$ cat config.mk
export PLATFORM = sky130hd
export DESIGN_NAME = f_pc_ctrl
export DESIGN_NICKNAME = d
export VERILOG_FILES = /design/src/rtl/f_pc_ctrl_pkg.sv /design/src/rtl/f_npc_sel.sv /design/src/rtl/f_pc_ctrl.sv
export SDC_FILE = /design/constraint.sdc
export NUM_CORES = 1
export LEC_CHECK = 0
export ABC_AREA = 1
export CAP_MARGIN = 5
export CORE_MARGIN = 2
export CORE_UTILIZATION = 30
export CTS_CLUSTER_DIAMETER = 120
export DETAILED_ROUTE_END_ITERATION = 6
export MAX_ROUTING_LAYER = met4
export PLACE_DENSITY = 0.67
export SLEW_MARGIN = 30
export SYNTH_ARGS = -nofsm -noshare
export SYNTH_HDL_FRONTEND = slang
export SYNTH_SLANG_ARGS = --single-unit
$ cat constraint.sdc
create_clock -name clk -period 3.2 [get_ports clk]
set_clock_uncertainty 0.05 [all_clocks]
set_input_delay 0.32 -clock clk [delete_from_list [all_inputs] [get_ports clk]]
set_output_delay 0.32 -clock clk [all_outputs]
set_load 0.02 [all_outputs]
$ cat src/rtl/f_pc_ctrl_pkg.sv
// Shared constants for the fetch-stage PC controller: jump-class encodings,
// fixed addresses and the fetch address-error exception code.
package f_pc_ctrl_pkg;

    typedef enum logic [1:0] {
        NPC_PC4    = 2'd0,
        NPC_BRANCH = 2'd1,
        NPC_J      = 2'd2,
        NPC_JR     = 2'd3
    } npc_op_e;

    localparam logic [31:0] PC_RESET  = 32'h0000_3000;
    localparam logic [31:0] EXC_ENTRY = 32'h0000_4180;
    localparam logic [31:0] IM_LO     = 32'h0000_3000;
    localparam logic [31:0] IM_HI     = 32'h0000_6FFC;

    localparam logic [4:0] EXC_CODE_ADEL = 5'd4;

    function automatic logic fetch_addr_bad(input logic [31:0] addr);
        return (addr[1:0] != 2'b00) || (addr < IM_LO) || (addr > IM_HI);
    endfunction

endpackage

$ cat src/rtl/f_npc_sel.sv
// Next-PC target arithmetic and selection for the normal (non-exception,
// non-stalled) path. All additions wrap modulo 2^32.
module f_npc_sel
    import f_pc_ctrl_pkg::*;
(
    input  logic [31:0] pc,
    input  logic [1:0]  npc_op,
    input  logic        b_jump,
    input  logic [31:0] D_pc,
    input  logic [15:0] D_imm16,
    input  logic [25:0] D_imm26,
    input  logic [31:0] D_rs,
    output logic [31:0] npc
);

    logic [31:0] pc_plus4;
    logic [31:0] br_tgt;
    logic [31:0] j_tgt;

    assign pc_plus4 = pc + 32'd4;
    assign br_tgt   = D_pc + 32'd4 + {{14{D_imm16[15]}}, D_imm16, 2'b00};
    assign j_tgt    = {D_pc[31:28], D_imm26, 2'b00};

    // b_jump is only looked at inside the BRANCH arm so an undriven value
    // from the comparator cannot leak into the PC for other jump classes.
    always_comb begin
        npc = pc_plus4;
        case (npc_op)
            NPC_BRANCH: npc = b_jump ? br_tgt : pc_plus4;
            NPC_J:      npc = j_tgt;
            NPC_JR:     npc = D_rs;
            default:    npc = pc_plus4;
        endcase
    end

endmodule

$ cat src/rtl/f_pc_ctrl.sv
// Fetch-stage PC register with delay-slot flag; resolves exception entry,
// eret and stall priority ahead of the normal next-PC selection.
module f_pc_ctrl
    import f_pc_ctrl_pkg::*;
(
    input  logic        clk,
    input  logic        reset,
    input  logic        stall,
    input  logic [1:0]  npc_op,
    input  logic        b_jump,
    input  logic [31:0] D_pc,
    input  logic [15:0] D_imm16,
    input  logic [25:0] D_imm26,
    input  logic [31:0] D_rs,
    input  logic        exc_req,
    input  logic        eret,
    input  logic [31:0] epc,
    output logic [31:0] F_pc,
    output logic        F_bd,
    output logic        F_exc_adel
);

    logic [31:0] pc;
    logic        bd;
    logic [31:0] npc;

    f_npc_sel u_npc_sel (
        .pc      (pc),
        .npc_op  (npc_op),
        .b_jump  (b_jump),
        .D_pc    (D_pc),
        .D_imm16 (D_imm16),
        .D_imm26 (D_imm26),
        .D_rs    (D_rs),
        .npc     (npc)
    );

    // Exception entry beats a stall, but eret waits for the stall to clear.
    always_ff @(posedge clk) begin
        if (reset) begin
            pc <= PC_RESET;
            bd <= 1'b0;
        end else if (exc_req) begin
            pc <= EXC_ENTRY;
            bd <= 1'b0;
        end else if (stall) begin
            pc <= pc;
            bd <= bd;
        end else if (eret) begin
            pc <= epc;
            bd <= 1'b0;
        end else begin
            pc <= npc;
            bd <= (npc_op != NPC_PC4);
        end
    end

    assign F_pc       = pc;
    assign F_bd       = bd;
    assign F_exc_adel = fetch_addr_bad(pc);

endmodule

==> run metrics <==
Syn. warnings=0; Clock Pin Slew Worst Setup and Hold Paths=0.06 ns; crit-path max FO=6; outcome=complete, no violations; CP Capture Type=register; count of cell types in the netlist=41; Worst Hold End=F_bd$_SDFFE_PP0N_; first-pass GRT wire length=slightly below 40000 um; EDFF count, synth=0; Layout area overhead=36.7%; reg2reg end=F_pc[14]$_SDFFE_PP0P_; Worst Path Arrival=2.92 ns; min Tclk post-route=roughly 2.8 ns; dominant synthesized flop cell=dfxtp_1; RSZ-0062 raised after global routing=no; via count=~8k; clock share of power=a little under a quarter; Tot Pwr=0.00206 W; sequential fraction of design power=a little under a quarter; Synthesized Nets=about 1.4k; die area=around 21000 sq um; Via-to-Cell Ratio=between 4 and 5; hold path start=F_bd$_SDFFE_PP0N_; Hold Path Class=register to register; design area=roughly 8300 sq um; wirelength, routed=24300 um; vias in the first global route=between 7k and 8k; Area contributors post-synth=nand2_1 (25%), ha_1 (12%), dfxtp_1 (11%); worst reg2reg setup slack=~0.95 ns; CTS tree=built; Power Dens Cells=about 250 nW/um^2; critical path class=primary input to register; Post-synth ARST share=0%; buffer levels on the longest clock path=2; internal power=roughly 0.0012 W; Final Wtd Congestion=between 0.9 and 1; WHS=around 0.44 ns; startpoint types=primary input; TritonCTS Buffers=5; Max-slew headroom=approximately 44%; largest net degree at the start of global routing=34; register area share after synthesis=10.8%; hold violation count in the final report=0; setup TNS=0 ns; Mapped Area=a little over 6000 sq um; initial DRC count=slightly below 600; drt first pass iters=5; Worst-Skew Late Latency=around 0.28 ns; flop and latch count out of synthesis=33; Crit path required time=3.30 ns; effective utilization at floorplan=30.3%; Worst Max-Slew Pin Slew=around 0.84 ns; max-slew violations=0; Post-CTS Repair Setup Buffers=0; GRT Util Overall=23.3%; reg2reg start=F_pc[2]$_SDFFE_PP0N_; placed cell areas=between 8000 and 9000 sq um; clock sink count=33; f_max=356 MHz; synthesized instance count=1148; n_diodes=0; Synth area leader=nand2_1; placed cells=1578; DRT antenna net count=0; routed length per placed instance=around 15 um; fin crit share=roughly 88%; Post-CTS Hold Fix Bufs=0; most frequent cell after synthesis=nand2_1; P_sw=around 0.00085 W; I/O Pins=180; share of cells above drive strength 1=roughly 4.4%; reg2reg path depth=11; Hold Crit Depth=2; IO buf count=approximately 180; Mapped Avg Cell Area=roughly 5.3 sq um; DP HPWL=just over 20000 um; # setup viols final=0; initial antenna violation count=0; Die Span X=between 100 and 150 um; worst vdd ir=roughly 0.00018 V; Die Y-Extent=around 150 um; Synth top cells by count=nand2_1 (408), inv_1 (170), nand3_1 (116); FP Rows=between 50 and 60; # nets final=about 1.5k; sw frac=around two fifths; top-area cell type share of the netlist area=~25%; grt total ovfl=0; Comb power frac=53.4%; H-tree depth=2; root buffer cell=clkbuf_16; core area=approximately 20000 sq um; Post-CTS Resized=0; LEAKAGE=between 3 and 4 nW; Remaining DRCs=0; post-route insts no fill=roughly 1.6k; max-cap violations=0
-- layer usage --
metal | GRT usage (%) | up-vias | wire, um
li1 | - | 4008 | -
met2 | 39.4 | 272 | 11200
met5 | - | - | 0
met4 | 3.93 | 0 | 312
met3 | 2.59 | 26 | 1460
met1 | 30.5 | 3485 | 11300
-- stage by stage --
stage	setup slack [ns]	utilization (%)
after CTS	0.411	41.4
final	0.388	41.4
after detailed placement	0.129	40.7
after global routing	0.174	41.4
after floorplan	0.871	-
after global placement	0.191	40.7
-- flip-flops by register name, indices dropped and copies added (netlist names), named ones only --
name and cells:
F_pc 30, F_bd 1
-- how the worst max path moves through the flow --
stage,from,endpoint,depth (start not counted)
global route,D_pc[3],F_pc[23]$_SDFFE_PP0N_,16
detailed placement,D_pc[3],F_pc[17]$_SDFFE_PP0N_,16
global placement,D_pc[3],F_pc[17]$_SDFFE_PP0N_,16
finish,D_pc[3],F_pc[31]$_SDFFE_PP0N_,16
CTS,D_pc[3],F_pc[17]$_SDFFE_PP0N_,16
floorplan,D_pc[3],F_pc[17]$_SDFFE_PP0N_,15
-- kinds of logic (layout without fill, tap and decap cells) --
logic type | Yosys count | count (layout) | share of synthesized area (%)
XOR/XNOR | 16 | 16 | 2.30
flip-flops | 33 | 33 | 10.8
AO/OA/AOI/OAI | 163 | 163 | 14.7
AND/OR/NAND/NOR | 666 | 666 | 46.2
adder cells (fa/ha/maj) | 59 | 59 | 12.2
multiplexers | 3 | 3 | 0.493
buffers and inverters | 208 | 375 | 13.2
-- critical path, stage by stage --
cell and delay (ns):
clkdlybuf4s50_1 0.42, ha_1 0.31, ha_1 0.25, fa_1 0.44
nand3_1 0.11, nand3_1 0.18, nand3_1 0.13, nand3b_1 0.19
nand2_1 0.13, nand2_1 0.06, nand2_1 0.06, nand3_1 0.07
nand2_1 0.08, nand2_1 0.05, nand2_1 0.06, a21oi_2 0.05
-- layout by cell type (no fill, tap or decap), types with 2 or more instances in the layout --
cell type | netlist | layout
nor3_2 | 4 | 4
nand3b_1 | 3 | 3
o21bai_1 | 4 | 4
clkdlybuf4s50_1 | 0 | 179
xor2_1 | 13 | 13
clkbuf_16 | 0 | 5
nand2_1 | 408 | 408
nand3_1 | 116 | 116
nand2_2 | 6 | 6
inv_1 | 170 | 170
inv_2 | 4 | 4
mux2i_1 | 3 | 3
nor2_2 | 8 | 8
a21oi_2 | 4 | 4
a21oi_1 | 77 | 77
dfxtp_1 | 33 | 33
ha_1 | 58 | 58
nor2_1 | 87 | 87
buf_4 | 2 | 15
o211ai_1 | 7 | 7
a31oi_1 | 10 | 10
nand4_1 | 14 | 14
xnor2_1 | 3 | 3
a22oi_1 | 4 | 4
or2_2 | 6 | 6
o21ai_0 | 51 | 51
nor3_1 | 6 | 6
nor2_4 | 2 | 2
nand3_2 | 2 | 2
-- area by class of cell --
type | count | area [sq um]
clock buffers | 7 | 143
multi-input cells | 907 | 4630
repair buffers | 194 | 1900
fillers | 2227 | 11800
flip-flops and latches | 33 | 661
inverters | 174 | 653
well taps | 270 | 338
-- power by group through the flow --
stage | clock network, W | registers, W | logic (W)
after floorplan | 0 | 0.000488 | 0.000630
after global placement | 0 | 0.000476 | 0.00109
after detailed placement | 0 | 0.000475 | 0.00110
after CTS | 0.000502 | 0.000466 | 0.00110
after global routing | 0.000520 | 0.000469 | 0.00124
final | 0.000496 | 0.000467 | 0.00110
Power figures use the tool's default switching activity.
